==> config.mk <==
export PLATFORM = sky130hd
export DESIGN_NAME = karatsuba_pp_seq_36bit
export DESIGN_NICKNAME = d
export VERILOG_FILES = /design/src/rtl/karatsuba_pp_seq_36bit_pkg.sv /design/src/rtl/gf2_serial_mul_18bit.sv /design/src/rtl/karatsuba_pp_seq_36bit.sv
export SDC_FILE = /design/constraint.sdc
export NUM_CORES = 1
export LEC_CHECK = 0
export CELL_PAD_IN_SITES_DETAIL_PLACEMENT = 1
export CELL_PAD_IN_SITES_GLOBAL_PLACEMENT = 1
export CORE_MARGIN = 10
export CORE_UTILIZATION = 30
export DETAILED_ROUTE_END_ITERATION = 10
export DONT_BUFFER_PORTS = 1
export PLACE_DENSITY_LB_ADDON = 0.1
export REMOVE_ABC_BUFFERS = 1
export SETUP_SLACK_MARGIN = 0.2
export SYNTH_ARGS = -nofsm -noshare
export SYNTH_HDL_FRONTEND = slang
export SYNTH_SLANG_ARGS = --single-unit
==> constraint.sdc <==
create_clock -name clk -period 1.89 [get_ports clk]
set_input_delay 0.189 -clock clk [delete_from_list [all_inputs] [get_ports clk]]
set_output_delay 0.189 -clock clk [all_outputs]
set_load 0.02 [all_outputs]
==> src/rtl/karatsuba_pp_seq_36bit_pkg.sv <==
// Shared constants, FSM state type and a reference carry-less multiply
// for the sequential 36-bit Karatsuba partial-product generator.
package kpm_pkg;

  localparam int N  = 36;           // operand width (even)
  localparam int HW = N / 2;        // half width / sub-multiplier width
  localparam int PW = N - 1;        // partial-product width
  localparam int CW = $clog2(HW);   // bit-counter width

  typedef enum logic [2:0] {
    IDLE,
    MUL_L,
    MUL_H,
    MUL_M,
    DONE
  } kpm_state_t;

  // Carry-less HW x HW product; used by the bench as a golden model.
  function automatic logic [PW-1:0] clmul_ref(input logic [HW-1:0] a,
                                              input logic [HW-1:0] b);
    logic [PW-1:0] r;
    r = '0;
    for (int i = 0; i < HW; i++) begin
      if (b[i]) r = r ^ (PW'(a) << i);
    end
    return r;
  endfunction

endpackage

==> src/rtl/gf2_serial_mul_18bit.sv <==
// Bit-serial 18x18 carry-less multiplier datapath: one multiplier bit per
// step, MSB first, acc = (acc << 1) ^ (bit ? a : 0).
module gf2_serial_mul_18bit
  import kpm_pkg::*;
(
  input  logic          clk,
  input  logic          rst_n,
  input  logic          load,
  input  logic [HW-1:0] a,
  input  logic [HW-1:0] b,
  input  logic          step,
  output logic [PW-1:0] acc
);

  logic [HW-1:0] a_q;
  logic [HW-1:0] b_q;
  // Before the final step the partial sum has degree <= PW-2, so the stored
  // accumulator needs one bit less than the full product; the full-width
  // value only exists on acc during the last step, where the top captures it.
  logic [PW-2:0] acc_q;

  // Result of applying the current step; the top samples it on the last cycle.
  always_comb begin
    acc = {acc_q, 1'b0} ^ (b_q[HW-1] ? PW'(a_q) : '0);
  end

  // Operand load has priority over stepping so a new phase can start on the
  // same edge the previous one finishes.
  always_ff @(posedge clk or negedge rst_n) begin
    if (!rst_n) begin
      a_q   <= '0;
      b_q   <= '0;
      acc_q <= '0;
    end else if (load) begin
      a_q   <= a;
      b_q   <= b;
      acc_q <= '0;
    end else if (step) begin
      acc_q <= acc[PW-2:0];
      b_q   <= {b_q[HW-2:0], 1'b0};
    end
  end

endmodule

==> src/rtl/karatsuba_pp_seq_36bit.sv <==
// Sequential Karatsuba partial-product generator: computes L = Al*Bl,
// H = Ah*Bh and M = (Al^Ah)*(Bl^Bh) ^ L ^ H over GF(2) by time-sharing one
// bit-serial 18x18 multiplier, then offers them with valid/ready.
module karatsuba_pp_seq_36bit
  import kpm_pkg::*;
(
  input  logic          clk,
  input  logic          rst_n,
  input  logic          in_valid,
  output logic          in_ready,
  input  logic [N-1:0]  a_in,
  input  logic [N-1:0]  b_in,
  output logic          out_valid,
  input  logic          out_ready,
  output logic [PW-1:0] pp_lo,
  output logic [PW-1:0] pp_mid,
  output logic [PW-1:0] pp_hi
);

  kpm_state_t    state_q, state_d;
  logic [CW-1:0] cnt_q, cnt_d;
  logic [N-1:0]  a_q, a_d;
  logic [N-1:0]  b_q, b_d;
  logic [PW-1:0] pp_lo_q, pp_lo_d;
  logic [PW-1:0] pp_mid_q, pp_mid_d;
  logic [PW-1:0] pp_hi_q, pp_hi_d;
  logic          out_valid_q, out_valid_d;

  logic          mul_load;
  logic          mul_step;
  logic [HW-1:0] mul_a;
  logic [HW-1:0] mul_b;
  logic [PW-1:0] mul_acc;
  logic          last_bit;

  gf2_serial_mul_18bit u_mul (
    .clk   (clk),
    .rst_n (rst_n),
    .load  (mul_load),
    .a     (mul_a),
    .b     (mul_b),
    .step  (mul_step),
    .acc   (mul_acc)
  );

  assign last_bit  = (cnt_q == CW'(HW - 1));
  assign in_ready  = (state_q == IDLE);
  assign out_valid = out_valid_q;
  assign pp_lo     = pp_lo_q;
  assign pp_mid    = pp_mid_q;
  assign pp_hi     = pp_hi_q;

  // Next-state, phase sequencing and sub-multiplier control.
  always_comb begin
    state_d     = state_q;
    cnt_d       = cnt_q;
    a_d         = a_q;
    b_d         = b_q;
    pp_lo_d     = pp_lo_q;
    pp_mid_d    = pp_mid_q;
    pp_hi_d     = pp_hi_q;
    out_valid_d = out_valid_q;
    mul_load    = 1'b0;
    mul_step    = 1'b0;
    mul_a       = '0;
    mul_b       = '0;

    case (state_q)
      IDLE: begin
        if (in_valid) begin
          a_d      = a_in;
          b_d      = b_in;
          mul_load = 1'b1;
          mul_a    = a_in[HW-1:0];
          mul_b    = b_in[HW-1:0];
          cnt_d    = '0;
          state_d  = MUL_L;
        end
      end
      MUL_L: begin
        mul_step = 1'b1;
        if (last_bit) begin
          pp_lo_d  = mul_acc;
          mul_load = 1'b1;
          mul_a    = a_q[N-1:HW];
          mul_b    = b_q[N-1:HW];
          cnt_d    = '0;
          state_d  = MUL_H;
        end else begin
          cnt_d = cnt_q + CW'(1);
        end
      end
      MUL_H: begin
        mul_step = 1'b1;
        if (last_bit) begin
          pp_hi_d  = mul_acc;
          mul_load = 1'b1;
          mul_a    = a_q[HW-1:0] ^ a_q[N-1:HW];
          mul_b    = b_q[HW-1:0] ^ b_q[N-1:HW];
          cnt_d    = '0;
          state_d  = MUL_M;
        end else begin
          cnt_d = cnt_q + CW'(1);
        end
      end
      MUL_M: begin
        mul_step = 1'b1;
        if (last_bit) begin
          pp_mid_d    = mul_acc ^ pp_lo_q ^ pp_hi_q;
          out_valid_d = 1'b1;
          cnt_d       = '0;
          state_d     = DONE;
        end else begin
          cnt_d = cnt_q + CW'(1);
        end
      end
      DONE: begin
        if (out_ready) begin
          out_valid_d = 1'b0;
          state_d     = IDLE;
        end
      end
      default: begin
        state_d = IDLE;
      end
    endcase
  end

  // State, counter, operand and result registers.
  always_ff @(posedge clk or negedge rst_n) begin
    if (!rst_n) begin
      state_q     <= IDLE;
      cnt_q       <= '0;
      a_q         <= '0;
      b_q         <= '0;
      pp_lo_q     <= '0;
      pp_mid_q    <= '0;
      pp_hi_q     <= '0;
      out_valid_q <= 1'b0;
    end else begin
      state_q     <= state_d;
      cnt_q       <= cnt_d;
      a_q         <= a_d;
      b_q         <= b_d;
      pp_lo_q     <= pp_lo_d;
      pp_mid_q    <= pp_mid_d;
      pp_hi_q     <= pp_hi_d;
      out_valid_q <= out_valid_d;
    end
  end

endmodule

# Word level (Yosys, flattened, before mapping)
# Cells that the tools add are included.
# word_totals
register_bits	256
wordCells	69
# op_classes
n_reduce_logical	13
n_eq_ne	10
n_mux	29
n_addsub	1
bitwise	5
# op_table
operator	count
$mux 18	9
$pmux 18 s3	2
$xor 35x35->35	3
$mux 34	2
$xor 18x18->18	2
$mux 3	5
$pmux 3 s5	1
$mux 5	2
$ne 2x2->1 const B	5
$pmux 5 s2	1
$reduce_and 2->1	5
$eq 3x2->1 const B	2
$reduce_bool 2->1	3
$add 5x1->5 const B	1
$eq 5x5->1 const B	1
$mux 1	5
$reduce_and 5->1	1
$pmux 1 s2	2
$eq 3x1->1 const B	1
$eq 3x3->1 const B	1
$logic_not 3->1	1
$reduce_and 3->1	1
$reduce_or 3->1	1
$reduce_or 2->1	1

# Longest topological paths before layout
# logic_depth
ltp_word	5
mapped_depth	10

# Modules after synthesis
# A second synthesis with hierarchy kept.
# unflattened
cells_unflattened	1097
hier_area_um2	12265.5
# by_module_without_submodules
module	seq_area_each_um2	cells_each	area_per_inst_um2	instances
karatsuba_pp_seq_36bit	4654.5	777	8633.3	1
gf2_serial_mul_18bit	1751.7	320	3632.2	1

# Least setup slack after synthesis
# No wires, ideal clock.
# synth_timing
kind	reg2reg
startpoint	register cnt_q[1]
endpoint	register u_mul.acc_q[10]
t_arrival_ps	1828
required_ps	1746
stages_incl_launch_ff	11
setup_time_ps	144
path_slack_ps	-83
path_cell_list	dfrtp_1 inv_1 ha_1 nor4bb_1 buf_6 and3_1 buf_4 or2_1 buf_2 buf_6 a211oi_2
# synth_via
elab_chain_len	4
word_cells_on_any_way	5
# synth_lines
element	line_no	rtl
start: declaration	karatsuba_pp_seq_36bit.sv:21	logic [CW-1:0] cnt_q, cnt_d;
start signal: assignment	karatsuba_pp_seq_36bit.sv:142	cnt_q <= cnt_d;
$eq 5x5->1 (*)	karatsuba_pp_seq_36bit.sv:46	assign last_bit = (cnt_q == CW'(HW - 1));
$mux 1 (*)	karatsuba_pp_seq_36bit.sv:82, karatsuba_pp_seq_36bit.sv:95	
$pmux 1 s2 (*)	karatsuba_pp_seq_36bit.sv:68	case (state_q)
$mux 34 or $reduce_bool 2->1 (tied branches)	--	
end signal: assignment	gf2_serial_mul_18bit.sv:39	acc_q <= acc[PW-2:0];
end: declaration	gf2_serial_mul_18bit.sv:20	logic [PW-2:0] acc_q;
# Every way passes the cells marked *; elsewhere a longest branch is shown, timed or not.
# A chain may end at the register's enable or synchronous reset.

# Worst setup path after layout
# layout_timing
startpoint	register cnt_q[1]
endpoint	register pp_mid_q[3] (netlist: pp_mid[3])
# layout_via
elab_chain_len	2
# layout_lines
element	line_no	rtl
$eq 5x5->1	karatsuba_pp_seq_36bit.sv:46	
$reduce_and 2->1 (no line)	--	
end signal: assignment	karatsuba_pp_seq_36bit.sv:146	pp_mid_q <= pp_mid_d;
end: declaration	karatsuba_pp_seq_36bit.sv:25	logic [PW-1:0] pp_mid_q, pp_mid_d;
# Every way passes these cells.

==> results.md <==
- Post-synthesis sequential area ratio: 55.4%
- Yosys reg bits: 256
- Combinational share of power: 34.9%
- Hold_buf cts: 74
- Fin nets: 1,467
- GR Overflow Total: 0
- Most frequent cells in the layout: nand2_1 (428), dfrtp_1 (254), dlygate4sd3_1 (74), xor2_1 (53), xnor2_1 (53)
- Largest family of logic cells by synthesized area: simple AND/OR/NAND/NOR gates
- Port bufs: 0
- Fin Clk Skew: 0.0195 ns
- DRC: 0
- Initial antenna violation count: 4
- Cells along the critical path: inv_2, ha_4, nor4bb_4, buf_6, nand4_1, buf_12, buf_4, buf_16, o21ai_1
- Synth top area cells: dfrtp_1 (55%), nand2_1 (15%), xnor2_1 (4.0%), xor2_1 (4.0%), o21ai_1 (2.3%)
- Worst-path maximum fanout: 9
- Power share of the sequential group: 41.5%
- Post-route setup slack: -0.00571 ns
- Vias in the first global route: 9,822
- Mapped Area: 0.0116 mm²
- Mux contribution to synthesized area: 0%
- Final hold vios: 256
- Status: finished with violations
- Worst hold path class: in -> async
- DR WL/cell: 20.9 µm
- Die height: 216 µm
- Number of fill cells in the layout: 4,214
- Unique masters post-synth: 45
- # clock sinks: 256
- Global-route wire length before repair: 62.0 mm
- Most used routing layer: met2
- Maximum VDD drop: 0.698 mV
- Total CTS buffers: 31
- Reg clk slew, reported paths: 0.06 ns
- # IOs: 183
- Commonest non-fill, non-tap cell in the layout: nand2_1
- Pins over their slew limit: 0
- Fin Hold WS: -0.658 ns
- Clk buf depth: 3
- HPWL Detailed: 22.8 mm
- Failing checks: negative hold slack, negative setup slack
- Slew headroom: 15.1%
- CTS HTree Levels: 1
- Max stage delay on crit path: 0.38 ns
- Core area: 0.0378 mm²
- Area growth from synthesis to layout: 36.6%
- Mapped Cells: 1,244
- Post-Synth XOR/XNOR Area: 8.03%
- Yosys top cell by area: dfrtp_1
- Number of max-cap violations: 0
- Worst-margin pin slew: 1.27 ns
- Final cycle utilization of the critical path: 100%
- Clk_lat worst skew: 0.57 ns
- NetSw: 9.42 mW
- Switch share: 38.2%
- Internal Pwr Total: 15.2 mW
- Worst Setup Start Kind: flop
- Layout cells sized above 1: 21.8%
- Die area: 0.0468 mm²
- Clk root buf: clkbuf_16
- Via count: 9,235
- Crit path max-delay family: buffers and inverters
- Met2 Use GR: 28.2%
- Global-route met3 utilization: 3.80%
- Leakage: 7.22 nW
- Max Fclk: 528 MHz
- Largest net degree at the start of global routing: 257
- Post-Synth Adder-Cell Area: 0.216%
- CP arrival: 2.38 ns
- Initial Utilization: 30.6%
- Crit. End Element: flop
- Synth top area share: 55.4%
- Syn avg cell area: 9.30 µm²
- Power share of the clock group: 23.6%
- Post-route total power: 24.7 mW
- Routability cong.: 0.726
- Setup CP Type: reg -> reg
- Gr usage total: 16.8%
- Wirelength, routed: 40.2 mm
- Die X: 216 µm
- Final core occ: 41.7%
- Setup Viol. Count Final: 5
- Pwr/cell area: 1560 mW/mm²
- Min Tclk post-route: 1.90 ns
- Max stage delay cell, worst path: dfrtp_1
- FP Rows: 71
- Area share of and/or/nand/nor cells after synthesis: 20.2%
- Synthesis Warnings: 0
- Vias per cell: 4.80
- Unrepaired setup endpoints after global routing: yes
- DRT Pass-1 Iters: 4
- DR iter-0 viols: 395
- CTS tree: built
- Critical Path RT: 2.37 ns
- Met1 Use GR: 21.7%
- CP Buf/Inv Count: 5
- Synth Area in Compound Gates: 13.1%
- DRT antenna net count: 0
-- what timing repair did --
action	CTS	global route
setup buffers	20	12
gates resized for setup	76	125
gates cloned	16	7
endpoints found under the hold margin	367	256
pin swaps	12	23
endpoints found under the setup margin	239	247
-- cell usage after synthesis (all sizes together) --
cell type / count
a211oi: 17
a21oi: 47
a221o: 1
a221oi: 9
a22o: 17
a22oi: 8
a311o: 18
a311oi: 1
a31oi: 2
and3: 1
buf: 28
clkbuf: 48
dfrtp: 256
ha: 2
inv: 2
nand2: 477
nand2b: 11
nand3: 2
nand3b: 1
nand4: 3
nand4bb: 1
nor2: 46
nor2b: 2
nor3: 3
nor3b: 18
nor4b: 1
nor4bb: 1
o211ai: 8
o21ai: 99
o21bai: 1
o22ai: 1
o41ai: 1
or2: 2
or3b: 2
or4b: 1
xnor2: 53
xor2: 53
-- power by group through the flow --
stage	Clock (mW)	Combinational, mW	Sequential [mW]
final	5.81	8.60	10.2
after global routing	6.28	9.63	10.6
after CTS	6.03	8.14	10.2
after detailed placement	0	7.15	10.3
after global placement	0	6.91	10.2
after floorplan	0	5.01	9.67
-- stage by stage --
step | setup TNS (ns) | worst slack [ns] | area, µm² | instances
finish | -0.0185 | -0.00571 | 15800 | 1923
global route | -5.16 | -0.113 | 15800 | 1922
CTS | 0 | 0.00130 | 15100 | 1902
detailed placement | -7.13 | -0.126 | 12500 | 1738
global placement | -2.57 | -0.0694 | 12500 | 1738
floorplan | -809.35 | -4.29 | 11200 | 1168
-- area by class of cell --
class	instances	area, µm²	area share, %
inverter	2	7.51	0.0475
timing repair buffer	185	2350	14.9
clock inverter	9	100	0.634
clock buffer	45	878	5.56
antenna	2	5.00	0.0317
multi-input combinational	913	5410	34.3
tap	511	639	4.05
sequential	256	6410	40.6
-- path summary, 6_finish.rpt --
path / endpoint / slack, ns / startpoint / depth (start not counted)
min in group clk: a_q[6] / 0.10 / in_valid / 4
min: a_q[14] / -0.66 / rst_n / 0
min reg2reg: a_q[2] / 0.49 / a_q[2] / 2
max in group asynchronous: pp_lo[30] / 1.52 / rst_n / 0
max reg2reg: pp_mid[3] / -0.006 / cnt_q[1] / 9
max: pp_mid[3] / -0.006 / cnt_q[1] / 9
-- kinds of logic after synthesis --
| logic type | after synthesis |
|---|---|
| and+or+nand+nor | 572 |
| DFF | 256 |
| xor gates and xnor gates | 106 |
| buffers and inverters | 78 |
| AOI/OAI and AO/OA | 230 |
| adders and majority gates | 2 |
-- layer usage --
| metal | up-vias | wire [µm] |
|---|---|---|
| met2 | 165 | 19600 |
| met5 | - | 21 |
| met3 | 49 | 2120 |
| li1 | 4418 | - |
| met4 | 4 | 719 |
| met1 | 4599 | 17800 |
-- sequential cells by signal (all words and copies together), names as in the netlist, 18 cells and up --
name,count
a_q,36
b_q,36
pp_hi,35
pp_lo,35
pp_mid,35
u_mul.a_q,18
u_mul.acc_q,34
u_mul.b_q,18
Power figures use the tool's default switching activity.
